File: config.mk
export PLATFORM = sky130hd
export DESIGN_NAME = rr_mux_arbiter
export DESIGN_NICKNAME = d
export VERILOG_FILES = /design/src/rtl/rr_mux_arbiter.sv
export SDC_FILE = /design/constraint.sdc
export NUM_CORES = 1
export LEC_CHECK = 0
export BUFFER_PORTS_ARGS = -buffer_cell sky130_fd_sc_hd__buf_2
export CAP_MARGIN = 10
export CORE_MARGIN = 4
export CORE_UTILIZATION = 47
export CTS_CLUSTER_DIAMETER = 100
export CTS_CLUSTER_SIZE = 12
export DETAILED_ROUTE_END_ITERATION = 6
export MAX_ROUTING_LAYER = met4
export PLACE_DENSITY = 0.79
export SLEW_MARGIN = 20
export SYNTH_ARGS = -nofsm -noshare
export SYNTH_HDL_FRONTEND = slang
export SYNTH_SLANG_ARGS = --single-unit
File: constraint.sdc
create_clock -name clk -period 2.3 [get_ports clk]
set_clock_uncertainty 0.2 [all_clocks]
set_input_delay 0.23 -clock clk [delete_from_list [all_inputs] [get_ports clk]]
set_output_delay 0.23 -clock clk [all_outputs]
set_load 0.05 [all_outputs]
File: src/rtl/rr_mux_arbiter.sv
// Round-robin arbiter driving a registered 4:1 mux onto one shared
// output channel with a valid/ready handshake and a transfer counter.
module rr_mux_arbiter #(
    parameter int SIZE = 2
) (
    input  logic            clk,
    input  logic            rst_n,
    input  logic [3:0]      req,
    input  logic [SIZE-1:0] d0,
    input  logic [SIZE-1:0] d1,
    input  logic [SIZE-1:0] d2,
    input  logic [SIZE-1:0] d3,
    input  logic            out_ready,
    output logic            out_valid,
    output logic [SIZE-1:0] out_data,
    output logic [3:0]      grant,
    output logic [1:0]      sel,
    output logic [3:0]      ack,
    output logic [7:0]      count
);

    typedef enum logic {
        IDLE = 1'b0,
        BUSY = 1'b1
    } state_t;

    state_t          state, state_n;
    logic [1:0]      ptr, ptr_n;
    logic [1:0]      sel_n;
    logic [3:0]      grant_n;
    logic [SIZE-1:0] data_n;
    logic            valid_n;
    logic [7:0]      count_n;
    logic [3:0]      masked;
    logic [1:0]      w;

    function automatic logic [SIZE-1:0] mux2(
        input logic            s,
        input logic [SIZE-1:0] a,
        input logic [SIZE-1:0] b
    );
        mux2 = s ? b : a;
    endfunction

    // Two-level tree: sel[0] picks within each pair, sel[1] picks the pair.
    function automatic logic [SIZE-1:0] mux4(
        input logic [1:0]      s,
        input logic [SIZE-1:0] a0,
        input logic [SIZE-1:0] a1,
        input logic [SIZE-1:0] a2,
        input logic [SIZE-1:0] a3
    );
        mux4 = mux2(s[1], mux2(s[0], a0, a1), mux2(s[0], a2, a3));
    endfunction

    // First requester at or after p, wrapping; scanned from the far end so
    // the nearest one wins.
    function automatic logic [1:0] pick(
        input logic [1:0] p,
        input logic [3:0] r
    );
        logic [1:0] idx;
        pick = p;
        for (int k = 3; k >= 0; k--) begin
            idx = p + 2'(k);
            if (r[idx]) pick = idx;
        end
    endfunction

    assign ack = grant & {4{out_ready}};

    // The word just transferred may not win the same-edge re-arbitration.
    assign masked = req & ~(4'b0001 << sel);

    // State, pointer, grant and output registers.
    always_ff @(posedge clk or negedge rst_n) begin
        if (!rst_n) begin
            state     <= IDLE;
            ptr       <= 2'd0;
            sel       <= 2'd0;
            grant     <= 4'd0;
            out_data  <= '0;
            out_valid <= 1'b0;
            count     <= 8'd0;
        end else begin
            state     <= state_n;
            ptr       <= ptr_n;
            sel       <= sel_n;
            grant     <= grant_n;
            out_data  <= data_n;
            out_valid <= valid_n;
            count     <= count_n;
        end
    end

    // Next-state: arbitrate from IDLE, hold under backpressure,
    // re-arbitrate back-to-back when a transfer completes.
    always_comb begin
        state_n = state;
        ptr_n   = ptr;
        sel_n   = sel;
        grant_n = grant;
        data_n  = out_data;
        valid_n = out_valid;
        count_n = count;
        w       = 2'd0;
        unique case (state)
            IDLE: begin
                if (|req) begin
                    w       = pick(ptr, req);
                    sel_n   = w;
                    grant_n = 4'b0001 << w;
                    data_n  = mux4(w, d0, d1, d2, d3);
                    valid_n = 1'b1;
                    state_n = BUSY;
                end
            end
            BUSY: begin
                if (out_ready) begin
                    count_n = count + 8'd1;
                    ptr_n   = sel + 2'd1;
                    if (|masked) begin
                        w       = pick(sel + 2'd1, masked);
                        sel_n   = w;
                        grant_n = 4'b0001 << w;
                        data_n  = mux4(w, d0, d1, d2, d3);
                        valid_n = 1'b1;
                    end else begin
                        grant_n = 4'd0;
                        valid_n = 1'b0;
                        state_n = IDLE;
                    end
                end
            end
            default: state_n = IDLE;
        endcase
    end

endmodule

# Word level (Yosys, flattened, before mapping)
# Cells that the tools add are included.
dict set report op_classes {
  n_addsub 8
  n_lt_le_gt_ge 8
  eq_ne 3
  n_shift 3
  mux 54
  bitwise_logic 4
  reduce_logical 5
}
# cell count
set op_table {}
lappend op_table {{$mux W2} 25}
lappend op_table {{$lt A2 B3 Y1 const B} 8}
lappend op_table {{$bmux W1 S2} 8}
lappend op_table {{$mux W1} 13}
lappend op_table {{$mux W4} 3}
lappend op_table {{$shl A1 B2 Y4 const A} 3}
lappend op_table {{$add A2 B2 Y2 const B} 4}
lappend op_table {{$add A8 B1 Y8 const B} 1}
lappend op_table {{$and A4 B4 Y4} 2}
lappend op_table {{$pmux W2 S2} 2}
lappend op_table {{$pmux W4 S2} 1}
lappend op_table {{$reduce_or A4 Y1} 2}
lappend op_table {{$add A2 B1 Y2 const B} 3}
lappend op_table {{$ne A2 B2 Y1 const B} 2}
lappend op_table {{$not A4 Y4} 1}
lappend op_table {{$pmux W1 S2} 2}
lappend op_table {{$reduce_and A2 Y1} 2}
lappend op_table {{$reduce_and A3 Y1} 1}
lappend op_table {{$ne A2 B1 Y1 const B} 1}
lappend op_table {{$not A1 Y1} 1}
dict set report word_totals {
  regBits 20
  in_bits 15
  out_inout_bits 21
  wordCells 92
}

# Longest topological paths before layout
dict set report logic_depth {
  ltp_word 17
  ltp_mapped 8
  ltp_nobuf 8
}

# Worst setup path after synthesis
# Ideal clock, no wire load.
dict set report synth_path {
  path_type {register -> register}
  start {reg sel[0]}
  end {reg out_data[0]}
  setup_time_ns 0.126
  arrival_time_ns 2.374
  required_time_ns 1.974
  path_slack_ns -0.400
  stages_incl_launch_ff 8
  path_buffers 0
  synth_period_minus_slack_ns 2.700
  path_cell_list {dfrtp_1 -> inv_1 -> ha_1 -> nand3_1 -> a21o_1 -> a2111oi_2 -> a311oi_1 -> o32a_1}
}
dict set report synth_via {
  elab_chain_len 17
  word_cells_on_any_way 31
  cone_classes {4 x add/sub; 1 x eq/ne; 1 x shift; 21 x mux; 2 x bitwise; 2 x reduce/logical}
}
# element line_no
set synth_rtl {}
lappend synth_rtl {{from (decl)} 17} ;# output logic [1:0] sel,
lappend synth_rtl {{from (signal assigned)} 88} ;# sel <= sel_n;
lappend synth_rtl {{parallel branches: the longest is 17 deep, another holds $add A2 B1 Y2} --}
lappend synth_rtl {{to (signal assigned)} 90} ;# out_data <= data_n;
lappend synth_rtl {{to (decl)} 15} ;# output logic [SIZE-1:0] out_data,
# Parallel ways; which one is timed is not known. The select of a mux whose other input is x is not followed.
# A chain may end at the register's enable or synchronous reset.

# Worst setup path after layout
dict set report layout_path {
  start {reg sel[0]}
  end {reg out_data[1]}
}
# Same word-level chain as after synthesis.

==> summary.md <==
| Metric | Value |
|---|---|
| Outcome | complete, but fails checks |
| Failing checks | setup timing |
| Largest net degree at the start of global routing | 21 |
| Max_cap viols | 0 |
| DRT Pass-1 Iters | 5 |
| Yosys synthesis warning count | 0 |
| Total I/O pin count | 36 |
| Asr flop ratio synth | 1.00 |
| Clock latency on the worst-skew pair | approximately 0.30 ns |
| Prevailing post-synth register cell | dfrtp_1 |
| Layout cells sized above 1 | 0.455 |
| Total Routed Length | between 3000 and 4000 µm |
| Worst Tran Pin Value | approximately 0.70 ns |
| CP arrival | about 2.4 ns |
| Bufs and invs on worst path | 1 |
| WHS Endpoint | count[0]$_DFFE_PN0P_ |
| Nets | between 200 and 250 |
| Hold Path Class | in2reg |
| Root Driver | clkbuf_4 |
| CTS Buf Count | 3 |
| Routability cong. | between 0.8 and 0.9 |
| Antenna violations before repair | 0 |
| Routed Antenna Nets | 0 |
| Yosys reg bits | 20 |
| Dpl hpwl | approximately 2500 µm |
| Relative slew slack | 0.536 |
| Clock slew seen by the registers of the worst setup and hold paths | approximately 0.12 ns |
| WL per Instance | 17.4 µm |
| Crit-path max cell delay | around 0.47 ns |
| Clock H-tree levels | 1 |
| Proportion of synthesized area in mux cells | 0.0396 |
| GRT Resource Usage Total | 0.204 |
| Synth top area cells | dfrtp_1, nand2_1, ha_1 |
| Die width | around 62 µm |
| Post-synthesis compound-gate area fraction | 0.236 |
| Setup TNS Final | -0.198 ns |
| Placed cells | about 220 |
| CP Class | reg2reg |
| Synth top area share | 0.368 |
| Synth area leader | dfrtp_1 |
| P per Cell Area | roughly 1700 nW/µm² |
| RSZ-0062 raised after global routing | true |
| Leakage | between 0.8 and 0.9 nW |
| Gr busiest metal | met2 |
| Clk buf depth | 2 |
| Die Y | just over 60 µm |
| Reg2reg end | out_data[1]$_DFFE_PN0P_ |
| Die area | roughly 3800 µm² |
| Slew Viols, Final | 0 |
| Number of synthesized flops with an enable pin | 0 |
| Launch point of the worst reg-to-reg path | sel[0]$_DFFE_PN0P_ |
| Post-synth cell types | 44 |
| Storage element area | between 500 and 600 µm² |
| Initial DRC Count | between 70 and 80 |
| Total gr overflow | 0 |
| Crit path max-delay family | compound AO/OA/AOI/OAI gates |
| Critical path's slowest cell | dfrtp_2 |
| Buffers added on ports | 35 |
| Routing usage on met3 | 0.0434 |
| Final setup viols | 3 |
| Max Clock Freq | approximately 0.42 GHz |
| Gate Count Post-Synth | 150 |
| Place WS | -0.110 ns |
| Synth top cells by count | dfrtp_1, nand2_1, nor2_1 |
| Std-Cell Core Area | roughly 2800 µm² |
| CTS tree | built |
| Sequential area share after synthesis | 0.368 |
| Vias per cell | approximately 6 |
| Met2 Usage GRT | 0.306 |
| CP required | roughly 2.3 ns |
| CP max FO | 5 |
| Total clock sinks | 20 |
| Final hold vios | 0 |
| Core Rows | 19 |
| Number of antenna diodes | 0 |
| Cell Chain, Critical Path | inv_4 -> ha_4 -> and2b_4 -> o21bai_1 -> a21oi_2 -> or2_4 -> a311oi_2 -> o32a_1 |
| Starting Density | 0.493 |
| Post-Synthesis Cell Area | roughly 1400 µm² |
| Layout fillers | roughly 180 |
| Fin crit period | 2.38 ns |
| Adder-cell share of the synthesized area | 0.0460 |
| Global-route wire length before repair | roughly 5600 µm |
| Vias in the first global route | approximately 1200 |
| Routing usage on met1 | 0.266 |
| Crit end category | register |
| Non-Filler Instances | around 230 |
| DRC | 0 |
| R2R setup slack | -0.08 ns |
| Crit start category | register |
| R2R depth | 8 |
| Worst hold start | out_ready |
| Syn-to-layout area delta | 43.4% |
| Post-Synth Simple-Gate Area | 0.240 |
| Hold depth | 3 |
| Final worst slack | -0.0771 ns |
| IR Drop Worst-Case VDD | 1.44 mV |
| Post-Synth XOR/XNOR Area | 0.0451 |
| Synth Net Count | 170 |
| Post-Syn Area per Cell | between 9 and 10 µm² |
| Main combinational cell family by area after synthesis | simple AND/OR/NAND/NOR gates |
| Multi-input logic area | ~1100 µm² |
| Fin crit share | 1.03 |
| Via count | around 1400 |
-- layer usage --
metal  share of wire  vias up
met5               0        -
met2            0.50       69
met3           0.067        8
met1            0.41      668
met4           0.018        0
li1                -      638
-- worst max path at each step --
stage	from	to	slack [ns]	depth (start not counted)
floorplan	sel[0]$_DFFE_PN0P_	out_data[0]$_DFFE_PN0P_	-0.07	8
global placement	sel[0]$_DFFE_PN0P_	out_data[1]$_DFFE_PN0P_	-0.04	8
detailed placement	sel[0]$_DFFE_PN0P_	out_data[1]$_DFFE_PN0P_	-0.11	8
CTS	sel[0]$_DFFE_PN0P_	out_data[1]$_DFFE_PN0P_	-0.05	8
global route	sel[1]$_DFFE_PN0P_	out_data[1]$_DFFE_PN0P_	-0.16	8
finish	sel[0]$_DFFE_PN0P_	out_data[1]$_DFFE_PN0P_	-0.08	8
-- repair_timing --
item,4_1_cts,5_1_grt
endpoints found under the hold margin,20,0
setup endpoints to repair,4,8
hold buffers,1,0
cloned,0,0
pin swaps,9,16
setup buffers,4,4
gates resized for setup,20,24
-- per-stage QoR --
step                      area (µm²)  power (mW)  hold slack (ns)  utilization
after CTS                       1800        3.00           0.0710        0.654
after global routing            1950        3.53           0.0895        0.707
after detailed placement        1600        2.41         0.000807        0.582
final                           1950        3.35            0.102        0.707
after global placement          1600        2.35         0.000641        0.582
after floorplan                 1380        2.01           -0.266            -
-- worst register-to-register path: cells and delay by family (launching register included) --
kind,cells,cell delay [ns]
AOI/OAI and AO/OA,4,0.87
DFF,1,0.47
buffers and inverters,1,0.07
adders and majority gates,1,0.15
and+or+nand+nor,2,0.52
-- state kept, by name, indices dropped and copies added (netlist names) --
name and cells:
ptr 2, sel 2, out_valid 1, state 1
out_data 2, count 8, grant 4
-- placed cells by master, fill, tap and decap left out, types with 3 or more instances in the layout --
| cell | count |
|---|---|
| buf_2 | 35 |
| nand2_1 | 18 |
| dfrtp_1 | 18 |
| nor2_1 | 10 |
| buf_4 | 8 |
| and2_1 | 7 |
| o21ai_0 | 6 |
| xnor2_1 | 6 |
| inv_1 | 5 |
| a21oi_1 | 4 |
| nor2b_1 | 3 |
| mux2_2 | 3 |
| a21oi_4 | 3 |
| nand2b_4 | 3 |
| o21ai_1 | 3 |
| ha_4 | 3 |
| clkbuf_4 | 3 |
-- layout make-up --
| class | instances | share of cell area |
|---|---|---|
| flip-flops and latches | 20 | 0.258 |
| clock inverters | 1 | 0.0154 |
| inverters | 7 | 0.0160 |
| well taps | 31 | 0.0199 |
| repair buffers | 46 | 0.137 |
| multi-input cells | 121 | 0.542 |
| clock buffers | 3 | 0.0115 |
-- report_power, final --
part | switching, mW | total (mW) | internal (mW)
clock | 0.113 | 0.289 | 0.176
combinational | 1.43 | 2.38 | 0.952
sequential | 0.173 | 0.674 | 0.501
-- cell families after synthesis --
kind of cell	count (synthesis)
simple gates	62
fa+ha+maj	5
mux	5
xor+xnor	7
compound gates	42
flops	20
buf+inv	9
Power figures use the tool's default switching activity.
